### src/rtl/norm_lzc_seq_if.sv
// Operand/result handshake bundle between the FPU front end, the iterative LZC and the normalization shifter.
interface norm_lzc_seq_if #(
  parameter int unsigned NORMSHIFTSZ    = 32,
  parameter int unsigned LOGNORMSHIFTSZ = 5
);
  logic                      Flush;
  logic                      InValid;
  logic                      InReady;
  logic [NORMSHIFTSZ-1:0]    LzcIn;
  logic [LOGNORMSHIFTSZ-1:0] MaxShift;
  logic                      OutValid;
  logic                      OutReady;
  logic [NORMSHIFTSZ-1:0]    ShiftIn;
  logic [LOGNORMSHIFTSZ-1:0] ShiftAmt;
  logic                      AllZero;

  modport master (
    output Flush, InValid, LzcIn, MaxShift, OutReady,
    input  InReady, OutValid, ShiftIn, ShiftAmt, AllZero
  );

  modport slave (
    input  Flush, InValid, LzcIn, MaxShift, OutReady,
    output InReady, OutValid, ShiftIn, ShiftAmt, AllZero
  );
endinterface

### src/rtl/norm_lzc_seq.sv
// Iterative leading-zero counter: scans the captured significand CHUNK bits per cycle
// and presents a clamped {ShiftIn, ShiftAmt} pair to the normalization shifter.
module norm_lzc_seq #(
  parameter int unsigned NORMSHIFTSZ    = 32,
  parameter int unsigned LOGNORMSHIFTSZ = 5,
  parameter int unsigned CHUNK          = 8
) (
  input logic           clk,
  input logic           reset,
  norm_lzc_seq_if.slave io
);
  localparam int unsigned N      = NORMSHIFTSZ;
  localparam int unsigned L      = LOGNORMSHIFTSZ;
  localparam int unsigned CW     = L + 1;
  localparam int unsigned NCHUNK = N / CHUNK;
  localparam int unsigned IW     = (NCHUNK > 1) ? $clog2(NCHUNK) : 1;

  if ((N % CHUNK) != 0) begin : g_bad_chunk
    $error("NORMSHIFTSZ must be a multiple of CHUNK");
  end

  typedef enum logic [1:0] {IDLE, SCAN, DONE} state_t;

  state_t          state;
  logic [N-1:0]    shift_in;
  logic [L-1:0]    max_shift;
  logic [L-1:0]    shift_amt;
  logic            all_zero;
  logic            out_valid;
  logic [CW-1:0]   count;
  logic [IW-1:0]   idx;
  logic            hit;

  logic            in_ready;
  logic            accept;
  logic [N-1:0]    aligned;
  logic [CHUNK-1:0] chunk;
  logic [CW-1:0]   lz;
  logic [CW-1:0]   cand;
  logic            sat;
  logic            stop;
  logic [L-1:0]    amt;

  assign in_ready = (state == IDLE) | ((state == DONE) & io.OutReady);
  assign accept   = io.InValid & in_ready;

  // Chunk under examination and the candidate count it would produce.
  always_comb begin
    aligned = shift_in << (32'(idx) * CHUNK);
    chunk   = aligned[N-1 -: CHUNK];
    lz      = CW'(CHUNK);
    for (int unsigned i = 0; i < CHUNK; i++) begin
      if ((chunk & (CHUNK'(1) << i)) != '0) lz = CW'(CHUNK - 1 - i);
    end
    cand = count + lz;
    sat  = cand >= CW'(max_shift);
    stop = (chunk != '0) | sat | (idx == IW'(NCHUNK - 1));
    amt  = sat ? max_shift : cand[L-1:0];
  end

  // The scan records its result first; the following cycle it is published in DONE.
  always_ff @(posedge clk or negedge reset) begin
    if (!reset) begin
      state     <= IDLE;
      shift_in  <= '0;
      max_shift <= '0;
      shift_amt <= '0;
      all_zero  <= 1'b0;
      out_valid <= 1'b0;
      count     <= '0;
      idx       <= '0;
      hit       <= 1'b0;
    end else if (io.Flush) begin
      state     <= IDLE;
      out_valid <= 1'b0;
    end else begin
      if (accept) begin
        shift_in  <= io.LzcIn;
        max_shift <= io.MaxShift;
        all_zero  <= (io.LzcIn == '0);
        count     <= '0;
        idx       <= '0;
        hit       <= 1'b0;
      end
      case (state)
        IDLE: begin
          if (accept) state <= SCAN;
        end
        SCAN: begin
          if (hit) begin
            state     <= DONE;
            out_valid <= 1'b1;
          end else if (stop) begin
            shift_amt <= amt;
            hit       <= 1'b1;
          end else begin
            count <= cand;
            idx   <= idx + IW'(1);
          end
        end
        DONE: begin
          if (io.OutReady) begin
            out_valid <= 1'b0;
            state     <= accept ? SCAN : IDLE;
          end
        end
        default: state <= IDLE;
      endcase
    end
  end

  assign io.InReady  = in_ready;
  assign io.OutValid = out_valid;
  assign io.ShiftIn  = shift_in;
  assign io.ShiftAmt = shift_amt;
  assign io.AllZero  = all_zero;
endmodule

### src/flat_wrapper.sv
// flat-port wrapper written by rule: the top's interface ports become plain ports
module norm_lzc_seq_flat 
#(
  parameter int unsigned NORMSHIFTSZ    = 32,
  parameter int unsigned LOGNORMSHIFTSZ = 5,
  parameter int unsigned CHUNK          = 8
)
  (clk, reset, io_Flush, io_InValid, io_LzcIn, io_MaxShift, io_OutReady, io_InReady, io_OutValid, io_ShiftIn, io_ShiftAmt, io_AllZero);
  norm_lzc_seq_if #(.NORMSHIFTSZ(NORMSHIFTSZ), .LOGNORMSHIFTSZ(LOGNORMSHIFTSZ)) io_i ();
  input logic clk;
  input logic reset;
  input wire logic [$bits(io_i.Flush)-1:0] io_Flush;
  input wire logic [$bits(io_i.InValid)-1:0] io_InValid;
  input wire logic [$bits(io_i.LzcIn)-1:0] io_LzcIn;
  input wire logic [$bits(io_i.MaxShift)-1:0] io_MaxShift;
  input wire logic [$bits(io_i.OutReady)-1:0] io_OutReady;
  output wire logic [$bits(io_i.InReady)-1:0] io_InReady;
  output wire logic [$bits(io_i.OutValid)-1:0] io_OutValid;
  output wire logic [$bits(io_i.ShiftIn)-1:0] io_ShiftIn;
  output wire logic [$bits(io_i.ShiftAmt)-1:0] io_ShiftAmt;
  output wire logic [$bits(io_i.AllZero)-1:0] io_AllZero;
  assign io_i.Flush = io_Flush;
  assign io_i.InValid = io_InValid;
  assign io_i.LzcIn = io_LzcIn;
  assign io_i.MaxShift = io_MaxShift;
  assign io_i.OutReady = io_OutReady;
  assign io_InReady = io_i.InReady;
  assign io_OutValid = io_i.OutValid;
  assign io_ShiftIn = io_i.ShiftIn;
  assign io_ShiftAmt = io_i.ShiftAmt;
  assign io_AllZero = io_i.AllZero;
  norm_lzc_seq #(.NORMSHIFTSZ(NORMSHIFTSZ), .LOGNORMSHIFTSZ(LOGNORMSHIFTSZ), .CHUNK(CHUNK)) u_core (.clk(clk), .reset(reset), .io(io_i));
endmodule
### config.mk
export PLATFORM = sky130hd
export DESIGN_NAME = norm_lzc_seq_flat
export DESIGN_NICKNAME = d
export VERILOG_FILES = /design/src/rtl/norm_lzc_seq_if.sv /design/src/rtl/norm_lzc_seq.sv /design/src/flat_wrapper.sv
export SDC_FILE = /design/constraint.sdc
export NUM_CORES = 1
export LEC_CHECK = 0
export ABC_AREA = 0
export CAP_MARGIN = 20
export CORE_MARGIN = 4
export CORE_UTILIZATION = 57
export CTS_CLUSTER_SIZE = 8
export DETAILED_ROUTE_END_ITERATION = 8
export DONT_BUFFER_PORTS = 1
export GPL_TIMING_DRIVEN = 0
export PLACE_DENSITY = 0.75
export SYNTH_ARGS = -nofsm -noshare
export SYNTH_HDL_FRONTEND = slang
export SYNTH_SLANG_ARGS = --single-unit
### constraint.sdc
create_clock -name clk -period 4.3 [get_ports clk]
set_input_delay 0.645 -clock clk [delete_from_list [all_inputs] [get_ports clk]]
set_output_delay 0.645 -clock clk [all_outputs]
set_load 0.03 [all_outputs]
==> results of run 1 <==
[placed cells by master, fill, tap and decap left out, types with 2 or more instances in the layout]
master    count
a21oi_1      12
and2_1        3
dfrtp_1      51
ha_4          2
inv_2         2
a21oi_2       4
nor4_1        8
mux2i_1       4
dfrtp_2       4
mux2_4        3
nand3_1       2
nor2_1        7
a21o_1        2
mux2_2       35
o21ai_0       7
buf_4        15
nor2b_1       2
xnor2_2       2
nand2_1      12
mux4_2        7
nand4_1       2
clkbuf_1      7
ha_1          7
nor3b_1       2
a22o_1        2
clkbuf_8      5
inv_1        12
[layout make-up]
cell class	count	area, um2	area share (%)
Buffer	7	37.5	1.15
Clock buffer	6	72.6	2.22
Timing Repair Buffer	17	134	4.09
Multi-Input combinational cell	151	1470	45.0
Tap cell	67	83.8	2.56
Inverter	14	52.6	1.61
Clock inverter	2	38.8	1.19
Sequential cell	55	1380	42.2
[cell families (layout without fill, tap and decap cells)]
| logic type | after synthesis | count (layout) | share of synthesized area [%] |
|---|---|---|---|
| compound gates | 37 | 37 | 7.73 |
| xor+xnor | 4 | 4 | 1.24 |
| fa+ha+maj | 11 | 11 | 5.12 |
| buf+inv | 23 | 46 | 3.58 |
| flops | 55 | 55 | 48.6 |
| mux | 50 | 50 | 23.8 |
| simple gates | 49 | 49 | 9.94 |
[worst paths after layout]
path / cells after the start / to
min reg2reg: 1 / u_core.count[0]
max in group asynchronous: 1 / u_core.io.ShiftIn[9]
min in group clk: 2 / u_core.max_shift[4]
max: 19 / u_core.idx[0]
max reg2reg: 19 / u_core.idx[0]
min: 0 / u_core.max_shift[3]
[layer usage]
metal / vias to the layer above / part of all wire (%) / routed length [um] / GRT usage (%)
li1: 878 / - / - / -
met1: 934 / 39 / 2460 / 24.1
met2: 67 / 51 / 3170 / 33.8
met3: 10 / 8.3 / 520 / 7.34
met4: 0 / 1.7 / 106 / 6.82
met5: - / 0 / 0 / 0
[power breakdown]
group | total, W | internal, W | switching [W] | leakage (nW)
Sequential | 0.000923 | 0.000627 | 0.000296 | 0.672
Clock | 0.000346 | 0.000176 | 0.000170 | 0.0558
Combinational | 0.000351 | 0.000192 | 0.000159 | 0.693
Total | 0.00162 | 0.000995 | 0.000625 | 1.42
[worst register-to-register path: cells and delay by family, from the launching register on]
kind	cells	cell delay (ns)
adders and majority gates	3	0.86
DFF	1	0.39
AOI/OAI and AO/OA	6	0.87
buffers and inverters	4	0.38
xor gates and xnor gates	1	0.23
muxes	2	0.79
and+or+nand+nor	3	0.52
[repair_timing]
action | in CTS | in global routing
pin swaps | 3 | 22
endpoints found under the setup margin | 13 | 13
hold buffers | 0 | 1
hold endpoints to repair | 0 | 17
setup buffers | 2 | 14
resized for setup | 11 | 28
[sequential cells by signal (all words and copies together), names as in the netlist]
register,flops
u_core.idx,2
u_core.io.ShiftAmt,5
u_core.count,6
u_core.io.ShiftIn,32
u_core.hit,1
u_core.io.OutValid,1
u_core.max_shift,5
u_core.state,2
u_core.io.AllZero,1
[per-stage QoR]
step | TNS, ns | hold slack (ns) | setup WS (ns) | total power [W] | cells
CTS | 0 | 0.00831 | 0.00257 | 0.00160 | 305
detailed placement | -2.08 | 0.351 | -0.406 | 0.00124 | 296
global placement | -0.868 | 0.351 | -0.270 | 0.00122 | 296
floorplan | 0 | 0.349 | 0.123 | 0.00116 | 229
finish | 0 | 0.0138 | 0.136 | 0.00162 | 319
global route | -0.436 | 0.00102 | -0.0789 | 0.00170 | 319
==> Implementation_results.wiki, run 1 <==
{| class="wikitable"
! Metric !! Value
|-
| Count of input and output buffers || 0
|-
| Largest stage delay on the critical path || 0.54 ns
|-
| Sink Count || 55
|-
| Timing-limited maximum frequency || 240 MHz
|-
| Number of iterations in the first detailed-routing pass || 4
|-
| Slew at the pin with the worst max-slew slack || 0.792 ns
|-
| RSZ-0062 raised after global routing || true
|-
| Dominant cell by count in the synthesized netlist || dfrtp_1
|-
| Cell row count || 25
|-
| Number of buffers added by the clock tree synthesis step || 5
|-
| Reg-to-reg startpoint || u_core.idx[0]
|-
| Worst path slowest cell || mux4_2
|-
| Post-placement cell area || 2920 um2
|-
| Worst-path cell chain || buf_8 -> buf_6 -> mux4_2 -> o21bai_1 -> a21oi_1 -> nor2_1 -> ha_2 -> inv_2 -> fa_2 -> inv_2 -> a21o_1 -> a21oi_2 -> xnor2_2 -> ha_4 -> or2_4 -> a21oi_4 -> nand4b_4 -> a21o_4 -> mux2_4
|-
| Critical path launch point type || flip-flop
|-
| Count of nets left with antenna violations after detail routing || 0
|-
| Residual overflow from global routing || 0
|-
| CTS tree || built
|-
| Mapped Nets || 282
|-
| Status || completed
|-
| Worst setup startpoint || u_core.idx[0]
|-
| Detail-routed via count per cell || 5.92
|-
| Skew-Pair Late Insertion Delay || 0.31 ns
|-
| Wire length per cell || 19.6 um
|-
| Worst Setup End Kind || flip-flop
|-
| Clock-pin slew on the worst setup and hold paths || 0.10 ns
|-
| Period utilisation layout || 96.8%
|-
| Final setup violation count || 0
|-
| Layout Utilization || 68.8%
|-
| Number of filler cells placed in the layout || 352
|-
| ANT cells || 0
|-
| Arrival time at the worst endpoint || 4.37 ns
|-
| I/O pin count || 82
|-
| Cell seen most often among critical-path stages || inv_2
|-
| Deepest clock path buffer count || 2
|-
| Hold WC Path Type || in2async
|-
| Total die area || 6160 um2
|-
| Ratio of cells with drive above 1 in the final layout || 39.7%
|-
| Largest fanout on the critical path || 6
|-
| Maximum vdd ir drop || 0.000347 V
|-
| Lkg Pwr || 1.42 nW
|-
| Area of the placeable core || 4750 um2
|-
| Mean Syn Cell Area || 12.4 um2
|-
| # H-tree levels || 2
|-
| Largest area contributor in the synthesized netlist || dfrtp_1
|-
| Wire length of the first global-routing pass || 9630 um
|-
| DRC violation count after routing || 0
|-
| Critical path buffer and inverter count || 4
|-
| Starting DRT DRC Count || 62
|-
| Slew margin rel. || 47.0%
|-
| Required @ worst endpoint || 4.50 ns
|-
| Number of synthesized flops with an enable pin || 0
|-
| Min cycle time layout || 4.16 ns
|-
| Detailed placement HPWL || 4530 um
|-
| Syn Std Cell Area || 2830 um2
|-
| Count of synthesis-stage warnings from yosys || 0
|-
| Count of vias placed by the detailed router || 1,889
|-
| Post-synthesis to final-layout area growth || 15.5%
|-
| Gpl congestion || 0.816
|-
| Synth Flop Type || dfrtp_1
|-
| Top-area cell type share of the netlist area || 48.6%
|-
| Initial Utilization || 59.6%
|-
| Final instance area || 3270 um2
|-
| Die height || 78.5 um
|-
| Power density over the cells || 495 nW/um2
|-
| Chip width || 78.5 um
|-
| Sequential share of the synthesized area || 48.6%
|-
| Synth unique cells || 39
|-
| Commonest cells in the synthesized netlist || 55 x dfrtp_1, 36 x mux2_2, 17 x a21oi_1
|-
| Share of async-settable or async-resettable flops after synthesis || 100%
|-
| Final count of pins violating max slew || 0
|-
| Final Hold Vio Count || 0
|-
| Via count of the first global-routing pass || 1,947
|-
| Number of standard cells after synthesis || 229
|-
| Max-cap check violation count || 0
|-
| Initial antenna violation count || 0
|-
| Total routed wirelength || 6260 um
|-
| Total Routing Usage GR || 20.2%
|-
| Post-layout nets || 304
|-
| Dominant cells by area after synthesis || dfrtp_1 49%, mux2_2 14%, mux4_1 4.6%
|-
| Flip-flop and latch count after synthesis || 55
|-
| Family with the most delay on the worst path || compound AO/OA/AOI/OAI gates
|-
| Worst-case register-to-register setup slack || 0.14 ns
|-
| Worst Clk Skew || 0.0156 ns
|-
| Largest net degree at the start of global routing || 56
|-
| Clk Tree Root Cell || clkbuf_8
|-
| Category of the critical setup timing path || reg2reg
|}
Power figures use the tool's default switching activity.
==> run 2, diff against run 1 <==
CAP_MARGIN = 40   (was 20)
SLEW_MARGIN = 20   (was default)
==> results of run 2 <==
Same layout as run 1: the final DEF is identical, and so are final timing and power.
==> run 3, diff against run 2 <==
CORE_MARGIN = 2   (was 4)
==> run 3 against run 2 <==
Sequential share of layout area grew 0.35 points. Core utilization decreased by 0.63 points. Fmax shrank 1.9%. Non-clock buffer count is the same. Cell count is the same. Combinational power increased by 5.7%. Die area shrank 9.9%. Critical path type unchanged. Critical endpoint unchanged.
==> Implementation_results.wiki, run 3 (same netlist as run 1, synthesis figures left out) <==
{| class="wikitable"
! Metric !! Value
|-
| Ratio of cells with drive above 1 in the final layout || 40.1% (+0.40 points)
|-
| Die height || 74.5 um (-5.1%)
|-
| Initial antenna violation count || 0 (unchanged)
|-
| Total die area || 5550 um2 (-9.9%)
|-
| Deepest clock path buffer count || 2 (unchanged)
|-
| Post-placement cell area || 2920 um2 (unchanged)
|-
| ANT cells || 0 (unchanged)
|-
| Count of input and output buffers || 0 (unchanged)
|-
| Area of the placeable core || 4750 um2 (unchanged)
|-
| Footprint of the multi-input gates || 1450 um2 (-1.7%)
|-
| Largest net degree at the start of global routing || 56 (unchanged)
|-
| Initial Utilization || 59.6% (unchanged)
|-
| # H-tree levels || 2 (unchanged)
|-
| Post-layout nets || 304 (unchanged)
|-
| Wire length of the first global-routing pass || 9650 um (+0.22%)
|-
| Critical path launch point type || flip-flop
|-
| Number of cells on the worst reg-to-reg path || 16 (-3)
|-
| Slew at the pin with the worst max-slew slack || 0.698 ns (-0.0942 ns)
|-
| Residual overflow from global routing || 0 (unchanged)
|-
| Gpl congestion || 0.832 (+1.9%)
|-
| Arrival time at the worst endpoint || 4.44 ns (+0.07 ns)
|-
| Final instance area || 3240 um2 (-0.92%)
|-
| Chip width || 74.5 um (-5.1%)
|-
| Register Area || 1380 um2 (about the same)
|-
| Lkg Pwr || 1.42 nW (+0.26%)
|-
| Final setup violation count || 0 (unchanged)
|-
| Period utilisation layout || 98.7% (+1.8 points)
|-
| Final Hold Vio Count || 0 (unchanged)
|-
| Pre-CTS worst setup slack || -0.355 ns (+0.0508 ns)
|-
| Required @ worst endpoint || 4.50 ns (about the same)
|-
| Total routed wirelength || 6340 um (+1.2%)
|-
| Sink Count || 55 (unchanged)
|-
| RSZ-0062 raised after global routing || true
|-
| Worst Clk Skew || 0.00693 ns (-0.00866 ns)
|-
| Detail-routed via count per cell || 6.04 (+2.0%)
|-
| Via count of the first global-routing pass || 1,986 (+2.0%)
|-
| Total Routing Usage GR || 23.6% (+3.4 points)
|-
| Post-synthesis to final-layout area growth || 14.5%
|-
| Timing-limited maximum frequency || 236 MHz (-1.9%)
|-
| Min cycle time layout || 4.24 ns (+0.0787 ns)
|-
| Crit path setup slack, layout || 0.0575 ns (-0.0787 ns)
|-
| Count of hold-fix buffers inserted at cts || 0 (unchanged)
|-
| Number of iterations in the first detailed-routing pass || 4 (unchanged)
|-
| Category of the critical setup timing path || reg2reg
|-
| Max reg flops || 32 (unchanged)
|-
| DRC violation count after routing || 0 (unchanged)
|-
| Max-cap check violation count || 0 (unchanged)
|-
| Count of nets left with antenna violations after detail routing || 0 (unchanged)
|-
| Worst Setup End Kind || flip-flop
|-
| CTS tree || built
|-
| Largest fanout on the critical path || 5 (-1)
|-
| Slew margin rel. || 53.5% (+6.5 points)
|-
| Number of buffers added by the clock tree synthesis step || 5 (unchanged)
|-
| Skew-Pair Late Insertion Delay || 0.30 ns (about the same)
|-
| Final count of pins violating max slew || 0 (unchanged)
|-
| Clock-pin slew on the worst setup and hold paths || 0.10 ns (about the same)
|-
| I/O pin count || 82 (unchanged)
|-
| Detailed placement HPWL || 4490 um (-0.83%)
|-
| Maximum vdd ir drop || 0.000317 V (-8.9%)
|-
| Highest-count cells in the layout ignoring fill and taps || 52 x dfrtp_1, 36 x mux2_2, 17 x buf_4
|-
| Hold WC Path Type || in2async
|-
| Clk Tree Root Cell || clkbuf_8
|-
| Number of filler cells placed in the layout || 377 (+7.1%)
|-
| Status || completed
|-
| Starting DRT DRC Count || 68 (+9.7%)
|-
| Cell row count || 25 (unchanged)
|-
| Count of vias placed by the detailed router || 1,926 (+2.0%)
|-
| Wire length per cell || 19.9 um (+1.2%)
|-
| Power density over the cells || 509 nW/um2 (+2.8%)
|-
| Commonest non-fill, non-tap cell in the layout || dfrtp_1
|}
[run 3: layer usage]
metal	share of wire, %	global-route usage (%)	vias up	wire length, um
met5	0	0	-	0
met4	1.1	7.14	0	71
met3	8.0	8.54	9	506
met2	52	39.8	74	3280
met1	39	28.6	974	2480
li1	-	-	869	-
[run 3: what timing repair did]
item | in CTS | in global routing
cloned | 1 | 0
endpoints found under the setup margin | 11 | 13
buffers inserted | 0 | 17
pin swaps | 4 | 24
gates resized for setup | 17 | 17
[run 3: metrics by stage]
stage	total power, W	hold WS (ns)	cells	setup TNS, ns	util, %
2_1_floorplan	0.00116	0.349	229	0	-
3_3_place_gp	0.00122	0.351	296	-0.865	61.3
3_5_place_dp	0.00124	0.351	296	-1.60	61.3
4_1_cts	0.00161	0.0171	304	0	64.9
5_1_grt	0.00173	0.00741	319	-0.361	68.2
6_report	0.00165	0.0221	319	0	68.2
[run 3: critical path, stage by stage (launching register included)]
cell	delay, ns
dfrtp_1	0.40
buf_6	0.14
buf_4	0.13
mux4_2	0.53
or4_4	0.56
nor2_2	0.12
ha_1	0.25
nor2b_1	0.14
nor2_1	0.19
xnor2_2	0.16
ha_1	0.29
a211oi_2	0.20
o21ai_2	0.13
a21oi_4	0.22
nand4b_4	0.14
a21o_4	0.25
mux2_2	0.26
[run 3: path summary, 6_finish.rpt]
kind	start	endpoint	slack [ns]
max	u_core.idx[0]	u_core.idx[0]	0.06
min in group clk	io_MaxShift[0]	u_core.max_shift[0]	0.44
max reg2reg	u_core.idx[0]	u_core.idx[0]	0.06
max in group asynchronous	reset	u_core.io.ShiftIn[25]	4.18
min reg2reg	u_core.count[0]	u_core.count[0]	0.51
min	reset	u_core.idx[0]	0.02
[run 3: cell type report]
type	count	area share, %
multi-input combinational	151	44.6
sequential	55	42.6
timing repair buffer	17	3.94
tap	67	2.58
clock buffer	6	2.55
inverter	14	1.62
clock inverter	2	1.08
buffer	7	1.04
[run 3: where the power goes]
group          internal [W]  total [W]  switching [W]
combinational      0.000206   0.000371       0.000165
clock              0.000189   0.000355       0.000167
sequential         0.000627   0.000923       0.000297
total               0.00102    0.00165       0.000628
